==> src/rtl/exception_ctrl_if.sv <==
// Coprocessor0 exception interface plus fetch-redirect handshake.
// The controller drives it through the master modport; CP0/fetch sit on the slave side.
`ifndef ADDR_BUS
`define ADDR_BUS 31:0
`endif
`ifndef DATA_BUS
`define DATA_BUS 31:0
`endif

interface exception_ctrl_if;
    logic [`DATA_BUS] exception;
    logic [`ADDR_BUS] exc_pc;
    logic             flush;
    logic             redirect_valid;
    logic [`ADDR_BUS] redirect_pc;
    logic             redirect_ready;

    modport master (
        output exception,
        output exc_pc,
        output flush,
        output redirect_valid,
        output redirect_pc,
        input  redirect_ready
    );

    modport slave (
        input  exception,
        input  exc_pc,
        input  flush,
        input  redirect_valid,
        input  redirect_pc,
        output redirect_ready
    );
endinterface

==> src/rtl/exception_ctrl.sv <==
// MEM-stage exception/interrupt controller: picks one event per cycle, reports it to CP0,
// flushes the pipeline and redirects fetch to the handler vector or the ERET target.
`ifndef ADDR_BUS
`define ADDR_BUS 31:0
`endif
`ifndef DATA_BUS
`define DATA_BUS 31:0
`endif
`ifndef EXCEPT_NONE
`define EXCEPT_NONE      32'h0000_0000
`define EXCEPT_INTERRUPT 32'h0000_0001
`define EXCEPT_SYSCALL   32'h0000_0008
`define EXCEPT_ILLEGAL   32'h0000_000a
`define EXCEPT_OVERFLOW  32'h0000_000c
`define EXCEPT_TRAP      32'h0000_000d
`define EXCEPT_ERET      32'h0000_000e
`endif

module exception_ctrl #(
    parameter logic [`ADDR_BUS] EXC_VECTOR = 32'h0000_0380,
    parameter logic [4:0]       EPC_ADDR   = 5'd14
) (
    input  logic             clk,
    input  logic             rst_n,
    input  logic             mem_valid,
    input  logic             mem_stall,
    input  logic [`ADDR_BUS] mem_pc,
    input  logic             exc_syscall,
    input  logic             exc_illegal,
    input  logic             exc_trap,
    input  logic             exc_overflow,
    input  logic             exc_eret,
    input  logic [31:0]      cp0_status,
    input  logic [31:0]      cp0_cause,
    input  logic [`ADDR_BUS] cp0_epc,
    input  logic             timer_interrupt,
    input  logic             cp0_we,
    input  logic [4:0]       cp0_waddr,
    input  logic [`DATA_BUS] cp0_wdata,
    output logic             in_handler,
    exception_ctrl_if.master cp0_bus
);

    typedef enum logic [0:0] {
        IDLE     = 1'b0,
        REDIRECT = 1'b1
    } state_t;

    state_t           state;
    state_t           state_next;

    logic [`DATA_BUS] exception_q;
    logic [`DATA_BUS] exception_next;
    logic [`ADDR_BUS] exc_pc_q;
    logic [`ADDR_BUS] exc_pc_next;
    logic             redirect_valid_q;
    logic             redirect_valid_next;
    logic [`ADDR_BUS] redirect_pc_q;
    logic [`ADDR_BUS] redirect_pc_next;
    logic             in_handler_q;
    logic             in_handler_next;
    logic             flush_c;

    logic             irq_pending;
    logic             int_req;
    logic             accept;
    logic             has_event;
    logic             is_eret;
    logic [`DATA_BUS] event_code;
    logic [`ADDR_BUS] eret_target;
    logic             epc_forward;

    logic             unused_ok;
    assign unused_ok = &{1'b0, cp0_status[31:16], cp0_status[7:2],
                         cp0_cause[31:16], cp0_cause[7:0]};

    // Interrupts are masked by our own nesting flag as well as EXL, since EXL may only pulse.
    assign irq_pending = (|(cp0_cause[15:8] & cp0_status[15:8]))
                       | (timer_interrupt & cp0_status[15]);
    assign int_req     = cp0_status[0] & ~cp0_status[1] & ~in_handler_q & irq_pending;
    assign accept      = (state == IDLE) & mem_valid & ~mem_stall;

    // A CP0 write to EPC in the same cycle as ERET has not landed in cp0_epc yet.
    assign epc_forward = cp0_we & (cp0_waddr == EPC_ADDR);
    assign eret_target = epc_forward ? cp0_wdata : cp0_epc;

    always_comb begin
        event_code = `EXCEPT_NONE;
        has_event  = 1'b0;
        is_eret    = 1'b0;
        if (int_req) begin
            event_code = `EXCEPT_INTERRUPT;
            has_event  = 1'b1;
        end else if (exc_illegal) begin
            event_code = `EXCEPT_ILLEGAL;
            has_event  = 1'b1;
        end else if (exc_overflow) begin
            event_code = `EXCEPT_OVERFLOW;
            has_event  = 1'b1;
        end else if (exc_trap) begin
            event_code = `EXCEPT_TRAP;
            has_event  = 1'b1;
        end else if (exc_syscall) begin
            event_code = `EXCEPT_SYSCALL;
            has_event  = 1'b1;
        end else if (exc_eret) begin
            event_code = `EXCEPT_ERET;
            has_event  = 1'b1;
            is_eret    = 1'b1;
        end
    end

    always_comb begin
        state_next          = state;
        exception_next      = `EXCEPT_NONE;
        exc_pc_next         = exc_pc_q;
        redirect_valid_next = redirect_valid_q;
        redirect_pc_next    = redirect_pc_q;
        in_handler_next     = in_handler_q;
        flush_c             = 1'b0;
        case (state)
            IDLE: begin
                if (accept && has_event) begin
                    flush_c             = 1'b1;
                    exception_next      = event_code;
                    exc_pc_next         = mem_pc;
                    redirect_valid_next = 1'b1;
                    redirect_pc_next    = is_eret ? eret_target : EXC_VECTOR;
                    in_handler_next     = ~is_eret;
                    state_next          = REDIRECT;
                end
            end
            REDIRECT: begin
                flush_c = 1'b1;
                if (redirect_valid_q && cp0_bus.redirect_ready) begin
                    redirect_valid_next = 1'b0;
                    state_next          = IDLE;
                end
            end
            default: begin
                state_next = IDLE;
            end
        endcase
    end

    always_ff @(posedge clk) begin
        if (!rst_n) begin
            state            <= IDLE;
            exception_q      <= `EXCEPT_NONE;
            exc_pc_q         <= '0;
            redirect_valid_q <= 1'b0;
            redirect_pc_q    <= '0;
            in_handler_q     <= 1'b0;
        end else begin
            state            <= state_next;
            exception_q      <= exception_next;
            exc_pc_q         <= exc_pc_next;
            redirect_valid_q <= redirect_valid_next;
            redirect_pc_q    <= redirect_pc_next;
            in_handler_q     <= in_handler_next;
        end
    end

    // Flush is combinational so the MEM instruction never commits; reset overrides it.
    assign cp0_bus.flush          = rst_n & flush_c;
    assign cp0_bus.exception      = exception_q;
    assign cp0_bus.exc_pc         = exc_pc_q;
    assign cp0_bus.redirect_valid = redirect_valid_q;
    assign cp0_bus.redirect_pc    = redirect_pc_q;
    assign in_handler             = in_handler_q;

endmodule

==> src/flat_wrapper.sv <==
// flat-port wrapper written by rule: the top's interface ports become plain ports
module exception_ctrl_flat 
#(
    parameter logic [`ADDR_BUS] EXC_VECTOR = 32'h0000_0380,
    parameter logic [4:0]       EPC_ADDR   = 5'd14
)
  (clk, rst_n, mem_valid, mem_stall, mem_pc, exc_syscall, exc_illegal, exc_trap, exc_overflow, exc_eret, cp0_status, cp0_cause, cp0_epc, timer_interrupt, cp0_we, cp0_waddr, cp0_wdata, in_handler, cp0_bus_exception, cp0_bus_exc_pc, cp0_bus_flush, cp0_bus_redirect_valid, cp0_bus_redirect_pc, cp0_bus_redirect_ready);
  exception_ctrl_if cp0_bus_i ();
  input  logic clk;
  input  logic rst_n;
  input  logic mem_valid;
  input  logic mem_stall;
  input  logic [`ADDR_BUS] mem_pc;
  input  logic exc_syscall;
  input  logic exc_illegal;
  input  logic exc_trap;
  input  logic exc_overflow;
  input  logic exc_eret;
  input  logic [31:0] cp0_status;
  input  logic [31:0] cp0_cause;
  input  logic [`ADDR_BUS] cp0_epc;
  input  logic timer_interrupt;
  input  logic cp0_we;
  input  logic [4:0] cp0_waddr;
  input  logic [`DATA_BUS] cp0_wdata;
  output logic in_handler;
  output wire logic [$bits(cp0_bus_i.exception)-1:0] cp0_bus_exception;
  output wire logic [$bits(cp0_bus_i.exc_pc)-1:0] cp0_bus_exc_pc;
  output wire logic [$bits(cp0_bus_i.flush)-1:0] cp0_bus_flush;
  output wire logic [$bits(cp0_bus_i.redirect_valid)-1:0] cp0_bus_redirect_valid;
  output wire logic [$bits(cp0_bus_i.redirect_pc)-1:0] cp0_bus_redirect_pc;
  input wire logic [$bits(cp0_bus_i.redirect_ready)-1:0] cp0_bus_redirect_ready;
  assign cp0_bus_exception = cp0_bus_i.exception;
  assign cp0_bus_exc_pc = cp0_bus_i.exc_pc;
  assign cp0_bus_flush = cp0_bus_i.flush;
  assign cp0_bus_redirect_valid = cp0_bus_i.redirect_valid;
  assign cp0_bus_redirect_pc = cp0_bus_i.redirect_pc;
  assign cp0_bus_i.redirect_ready = cp0_bus_redirect_ready;
  exception_ctrl #(.EXC_VECTOR(EXC_VECTOR), .EPC_ADDR(EPC_ADDR)) u_core (.clk(clk), .rst_n(rst_n), .mem_valid(mem_valid), .mem_stall(mem_stall), .mem_pc(mem_pc), .exc_syscall(exc_syscall), .exc_illegal(exc_illegal), .exc_trap(exc_trap), .exc_overflow(exc_overflow), .exc_eret(exc_eret), .cp0_status(cp0_status), .cp0_cause(cp0_cause), .cp0_epc(cp0_epc), .timer_interrupt(timer_interrupt), .cp0_we(cp0_we), .cp0_waddr(cp0_waddr), .cp0_wdata(cp0_wdata), .in_handler(in_handler), .cp0_bus(cp0_bus_i));
endmodule
==> config.mk <==
export PLATFORM = sky130hd
export DESIGN_NAME = exception_ctrl_flat
export DESIGN_NICKNAME = d
export VERILOG_FILES = /design/src/rtl/exception_ctrl_if.sv /design/src/rtl/exception_ctrl.sv /design/src/flat_wrapper.sv
export SDC_FILE = /design/constraint.sdc
export NUM_CORES = 1
export LEC_CHECK = 0
export ABC_CLOCK_PERIOD_IN_PS = 3600
export CORE_MARGIN = 2
export CORE_UTILIZATION = 33
export CTS_CLUSTER_SIZE = 28
export DETAILED_ROUTE_END_ITERATION = 16
export GPL_TIMING_DRIVEN = 0
export PLACE_DENSITY = 0.81
export SYNTH_ARGS = -nofsm -noshare
export SYNTH_HDL_FRONTEND = slang
export SYNTH_SLANG_ARGS = --single-unit
==> constraint.sdc <==
create_clock -name clk -period 3.6 [get_ports clk]
set_input_delay 1.08 -clock clk [delete_from_list [all_inputs] [get_ports clk]]
set_output_delay 1.08 -clock clk [all_outputs]
set_load 0.05 [all_outputs]
==> results.sh, run 1 <==
export IMPL_reg2reg_to="u_core.cp0_bus.redirect_pc[9]"
export IMPL_p_switching_uw=584
export IMPL_cts_root_buf="clkbuf_8"
export IMPL_port_buffers=200
export IMPL_initial_core_util=0.337
export IMPL_syn_avg_cell_area_um2=8.78
export IMPL_ff2ff_path_depth=15
export IMPL_tns_ns=0
export IMPL_fin_nets=824
export IMPL_max_cap_violations=0
export IMPL_clockBufferDepth=2
export IMPL_synth_xor_area_share=0
export IMPL_fin_crit_sh=0.983
export IMPL_ys_seq_area_frac=0.412
export IMPL_synthCells=393
export IMPL_num_rows=37
export IMPL_grt_pass1_vias=3928
export IMPL_cp_max_fo=2
export IMPL_skew_ns=0.0118
export IMPL_grt_use_total=0.212
export IMPL_reg2reg_slack_ns=1.16
export IMPL_synth_simple_gate_area_frac=0.102
export IMPL_die_w_um=106
export IMPL_synth_seq_cells=71
export IMPL_setup_viol=0
export IMPL_worst_pin_slew_ns=0.797
export IMPL_die_h_um=106
export IMPL_first_iter_violations=146
export IMPL_synth_area_leaders="dfxtp_1 41%, o21ai_0 9.1%, a21oi_1 8.8%"
export IMPL_synth_top_family_by_area="compound AO/OA/AOI/OAI gates"
export IMPL_avgViaCountPerCell=4.89
export IMPL_final_util=0.597
export IMPL_fmax_mhz=283
export IMPL_cp_end_kind="output pin"
export IMPL_min_path_type="register to register"
export IMPL_p_seq_frac=0.421
export IMPL_antenna_found_initial=0
export IMPL_yosys_mux_area_fraction=0.0939
export IMPL_ys_warn_count=0
export IMPL_arrival_ns=2.46
export IMPL_yosysTopAreaCell="dfxtp_1"
export IMPL_grt_max_degree=12
export IMPL_dr_total_vias=3859
export IMPL_wire_per_inst_um=15.6
export IMPL_io_pins=276
export IMPL_synthDistinctLibCells=39
export IMPL_first_pass_iters=4
export IMPL_clk_pin_slew_ns=0.07
export IMPL_cts_tree="built"
export IMPL_nFillCells=923
export IMPL_numClockSinks=71
export IMPL_internal_power_mw=1.37
export IMPL_synth_compound_area_frac=0.289
export IMPL_insertion_delay_ns=0.35
export IMPL_detail_route_antenna_nets=0
export IMPL_power_total_mw=1.95
export IMPL_rr_startpoint="u_core.in_handler"
export IMPL_required_ns=2.52
export IMPL_ir_worst_vdd_mv=0.154
export IMPL_hpwl_um=9250
export IMPL_grt_first_pass_wirelength_um=18900
export IMPL_dieArea_um2=11300
export IMPL_gp_congestion=0.810
export IMPL_clockPowerShare=0.319
export IMPL_drc=0
export IMPL_htreeDepth=3
export IMPL_layout_min_cycle_time_ns=3.54
export IMPL_finalHoldViolCount=0
export IMPL_min_from="u_core.cp0_bus.exc_pc[5]"
export IMPL_maxSlewHeadroom=0.466
export IMPL_leakage_nw=2.23
export IMPL_report_final_slew_viol_count=0
export IMPL_min_to="u_core.cp0_bus.exc_pc[5]"
export IMPL_synthAdderAreaFrac=0
export IMPL_p_sw_frac=0.299
export IMPL_layout_drive_gt1_share=0.132
export IMPL_syn_to_final_growth_pct=76.9
export IMPL_cts_hold_buf=0
export IMPL_p_comb_frac=0.260
export IMPL_hold_ws_ns=0.477
export IMPL_synth_top_area_frac=0.412
export IMPL_wirelength_um=12300
export IMPL_critPathLaunchType="input pin"
export IMPL_core_um2=10200
export IMPL_layout_commonest_cell="clkdlybuf4s50_1"
export IMPL_layout_common_cells="184 x clkdlybuf4s50_1, 71 x dfxtp_1, 62 x o21ai_0"
export IMPL_status="complete, no violations"
export IMPL_critical_path_class="input pin to output pin"
export IMPL_hold_depth=2
export IMPL_cts_buffers_inserted=9
export IMPL_synth_area_um2=3450
export IMPL_p_per_area_nw_per_um2=320
export IMPL_grt_overflow=0
critical path, stage by stage:
cell and delay (ns):
clkdlybuf4s50_1 0.42, a22oi_2 0.21, nand2_2 0.11, nor3_4 0.26, nor2_4 0.05, o21a_1 0.17
buf_6 0.15
flip-flops by register name, summed over array words and instances, names as in the netlist:
| name | count |
|---|---|
| u_core.state | 1 |
| u_core.cp0_bus.exception | 4 |
| u_core.cp0_bus.exc_pc | 32 |
| u_core.cp0_bus.redirect_pc | 32 |
| u_core.cp0_bus.redirect_valid | 1 |
| u_core.in_handler | 1 |
cell usage after synthesis (all sizes together):
cell	n
nor3b	4
a31oi	1
and4bb	1
or2	29
o211ai	32
o21a	3
nand4b	2
o221a	3
and4	1
a21boi	1
nor3	4
nor4	1
mux2i	29
nand3b	1
a221oi	1
nand2b	1
a211oi	1
nor2	5
buf	32
a22oi	2
dfxtp	71
o21ai	64
a22o	1
mux2	3
clkinv	1
clkbuf	30
conb	1
inv	1
nand2	4
o211a	2
a21oi	61
cell families (layout without fill, tap and decap cells):
group	Yosys count	count (layout)
AOI/OAI and AO/OA	172	172
other	1	29
muxes	32	32
and+or+nand+nor	53	53
DFF	71	71
buffers and inverters	64	296
area by class of cell:
cell class              instances  area [um2]  share of cell area
flip-flops and latches         71        1420               0.233
diodes                          1        2.50            0.000410
multi-input cells             285        1830               0.300
repair buffers                216        2130               0.349
clock buffers                  14         183              0.0299
plain buffers                  62         345              0.0566
clock inverters                 2        12.5             0.00205
inverters                       2        7.51             0.00123
well taps                     136         170              0.0279
repair_timing:
item                                   in CTS  in global routing
setup endpoints to repair                   1                  4
resized for setup                          26                  9
cloned                                      0                  0
setup buffers                              15                  1
pin swaps                                   8                  7
endpoints found under the hold margin       0                  0
metrics by stage:
step	cells	area (um2)	setup WS (ns)
global placement	756	5720	-1.47
finish	789	6110	0.0620
global route	788	6100	-0.0101
detailed placement	756	5720	-1.57
floorplan	420	3550	0.157
CTS	787	6070	0.00404
power groups by stage:
stage	logic (mW)	registers [mW]	clock network (mW)
finish	0.508	0.823	0.623
global route	0.535	0.825	0.675
CTS	0.505	0.823	0.639
floorplan	0.180	0.921	0
global placement	0.480	0.839	0
detailed placement	0.486	0.840	0
worst max path at each step:
stage	start	endpoint	slack, ns	depth (start not counted)
floorplan	cp0_cause[10]	cp0_bus_flush	0.16	5
global placement	exc_illegal	cp0_bus_flush	-1.47	7
detailed placement	exc_illegal	cp0_bus_flush	-1.57	7
CTS	cp0_cause[8]	cp0_bus_flush	0.004	7
global route	cp0_status[10]	cp0_bus_flush	-0.01	7
finish	cp0_status[11]	cp0_bus_flush	0.06	7
per-layer routing:
metal / track usage / up-vias / wire, um
met4: 0.0874 / 0 / 248
met2: 0.391 / 172 / 6000
li1: - / 1878 / -
met5: 0 / - / 0
met3: 0.0687 / 18 / 1210
met1: 0.219 / 1791 / 4830
No activity file was read; power rests on OpenSTA's default activity.
==> run 2, diff against run 1 <==
--- a/config.mk
+++ b/config.mk
@@ -5,13 +5,14 @@
 export SDC_FILE = /design/constraint.sdc
 export NUM_CORES = 1
 export LEC_CHECK = 0
-export ABC_CLOCK_PERIOD_IN_PS = 3600
-export CORE_MARGIN = 2
-export CORE_UTILIZATION = 33
+export ABC_CLOCK_PERIOD_IN_PS = 3900
+export CORE_AREA = 2 2 108 110
 export CTS_CLUSTER_SIZE = 28
 export DETAILED_ROUTE_END_ITERATION = 16
+export DIE_AREA = 0 0 110 112
+export DONT_BUFFER_PORTS = 1
 export GPL_TIMING_DRIVEN = 0
-export PLACE_DENSITY = 0.81
+export SLEW_MARGIN = 20
 export SYNTH_ARGS = -nofsm -noshare
 export SYNTH_HDL_FRONTEND = slang
 export SYNTH_SLANG_ARGS = --single-unit
==> constraint.sdc (replaced) <==
create_clock -name clk -period 3.9 [get_ports clk]
set_input_delay 1.17 -clock clk [delete_from_list [all_inputs] [get_ports clk]]
set_output_delay 1.17 -clock clk [all_outputs]
set_load 0.05 [all_outputs]
==> results.sh, run 2 (synthesis results as in run 1) <==
export IMPL_num_rows=39
export IMPL_clockBufferDepth=2
export IMPL_htreeDepth=3
export IMPL_grt_first_pass_wirelength_um=15300
export IMPL_worst_pin_slew_ns=0.828
export IMPL_core_um2=11200
export IMPL_layout_drive_gt1_share=0.149
export IMPL_clk_pin_slew_ns=0.06
export IMPL_antenna_found_initial=0
export IMPL_clockPowerShare=0.464
export IMPL_grt_overflow=0
export IMPL_rr_startpoint="u_core.in_handler"
export IMPL_skew_ns=0.00391
export IMPL_cp_startpoint="cp0_status[0]"
export IMPL_cp_max_fo=9
export IMPL_critical_path_class="input pin to output pin"
export IMPL_report_final_slew_viol_count=0
export IMPL_first_pass_iters=8
export IMPL_place_ws_ns=-0.368
export IMPL_die_w_um=110
export IMPL_nFillCells=1156
export IMPL_layout_common_cells="71 x dfxtp_1, 63 x o21ai_0, 61 x a21oi_1"
export IMPL_insertion_delay_ns=0.33
export IMPL_die_h_um=112
export IMPL_p_comb_frac=0.101
export IMPL_leakage_nw=1.38
export IMPL_detail_route_antenna_nets=0
export IMPL_initial_core_util=0.309
export IMPL_p_switching_uw=534
export IMPL_avgViaCountPerCell=5.14
export IMPL_grt_pass1_vias=2802
export IMPL_fmax_mhz=269
export IMPL_cts_tree="built"
export IMPL_dieArea_um2=12300
export IMPL_status="complete, no violations"
export IMPL_p_sw_frac=0.276
export IMPL_grt_max_degree=12
export IMPL_cts_buffers_inserted=9
export IMPL_final_util=0.366
export IMPL_numClockSinks=71
export IMPL_grt_use_total=0.166
export IMPL_rsz0062_at_grt="false"
export IMPL_p_seq_frac=0.434
export IMPL_layout_min_cycle_time_ns=3.72
export IMPL_min_path_type="register to register"
export IMPL_gp_congestion=0.747
export IMPL_worst_slack_ns=0.184
export IMPL_fin_nets=609
export IMPL_cp_end_kind="output pin"
export IMPL_drc=0
export IMPL_required_ns=2.73
export IMPL_ir_worst_vdd_mv=0.310
export IMPL_crit_end="cp0_bus_flush"
export IMPL_min_from="u_core.state"
export IMPL_layout_commonest_cell="dfxtp_1"
export IMPL_wire_per_inst_um=18.0
export IMPL_max_cap_violations=0
export IMPL_syn_to_final_growth_pct=18.4
export IMPL_diodes=0
export IMPL_arrival_ns=2.55
export IMPL_internal_power_mw=1.40
export IMPL_critPathLaunchType="input pin"
export IMPL_cts_root_buf="clkbuf_16"
export IMPL_multiInputGateArea_um2=1800
export IMPL_reg2reg_to="u_core.cp0_bus.redirect_pc[17]"
export IMPL_setup_viol=0
export IMPL_regArea_um2=1420
export IMPL_ff2ff_path_depth=6
export IMPL_reg2reg_slack_ns=1.16
export IMPL_io_pins=276
export IMPL_p_per_area_nw_per_um2=474
export IMPL_dr_total_vias=2980
export IMPL_wirelength_um=10400
export IMPL_finalHoldViolCount=0
export IMPL_port_buffers=0
export IMPL_fin_crit_sh=0.953
export IMPL_maxSlewHeadroom=0.445
export IMPL_first_iter_violations=148
export IMPL_hpwl_um=7830
[run 2: cell types whose count changed in the layout (fill, tap and decap cells not counted), moves of 2 or more]
| cell | change |
|---|---|
| clkbuf_8 | -11 |
| bufinv_16 | +2 |
| dlygate4sd2_1 | -8 |
| dlymetal6s2s_1 | -7 |
| clkdlybuf4s50_1 | -184 |
| clkbuf_16 | +9 |
| buf_4 | -15 |
[run 2: how the worst min path moves through the flow]
stage                                                to  slack, ns  depth (start not counted)
after detailed placement  u_core.cp0_bus.redirect_valid       0.59                          2
after floorplan           u_core.cp0_bus.redirect_valid       0.54                          2
after CTS                 u_core.cp0_bus.redirect_valid       0.61                          2
final                     u_core.cp0_bus.redirect_valid       0.61                          2
after global routing      u_core.cp0_bus.redirect_valid       0.67                          2
after global placement    u_core.cp0_bus.redirect_valid       0.57                          2
[run 2: final cells by class]
cell class / count / area share
Multi-Input combinational cell: 285 / 0.440
Sequential cell: 71 / 0.348
Buffer: 62 / 0.0845
Clock buffer: 13 / 0.0637
Tap cell: 143 / 0.0438
Clock inverter: 3 / 0.0159
Timing Repair Buffer: 1 / 0.00184
Inverter: 2 / 0.00184
[run 2: power groups by stage]
stage	Sequential [mW]	Clock (mW)	Combinational (mW)
2_1_floorplan	0.850	0	0.166
3_3_place_gp	0.857	0	0.191
3_5_place_dp	0.858	0	0.195
4_1_cts	0.842	0.930	0.197
5_1_grt	0.844	0.964	0.215
6_report	0.841	0.899	0.196
[run 2: routing by layer]
layer,part of all wire,up-vias,GRT usage
li1,-,1453,-
met1,0.40,1387,0.190
met2,0.48,136,0.269
met3,0.12,4,0.0925
met4,0.0054,0,0.0363
met5,0,-,0
[run 2: timing repair]
action	CTS	global route
buffers inserted	1	0
hold buffers	0	0
pin swaps	1	0
endpoints found under the setup margin	1	1
gates resized for setup	4	1
[run 2: critical path, cell delays in order]
cell	delay, ns
nor3b_1	0.51
o21ai_4	0.22
nor2_2	0.31
o21a_2	0.34
[run 2: per-stage QoR]
stage	std cells	setup TNS, ns	hold WS (ns)	total power, mW	instance area (um2)
3_3_place_gp	563	-0.358	0.570	1.05	3730
3_5_place_dp	563	-0.368	0.593	1.05	3730
5_1_grt	580	0	0.667	2.02	4090
2_1_floorplan	420	0	0.543	1.02	3550
4_1_cts	580	0	0.607	1.97	4080
6_report	580	0	0.611	1.94	4090
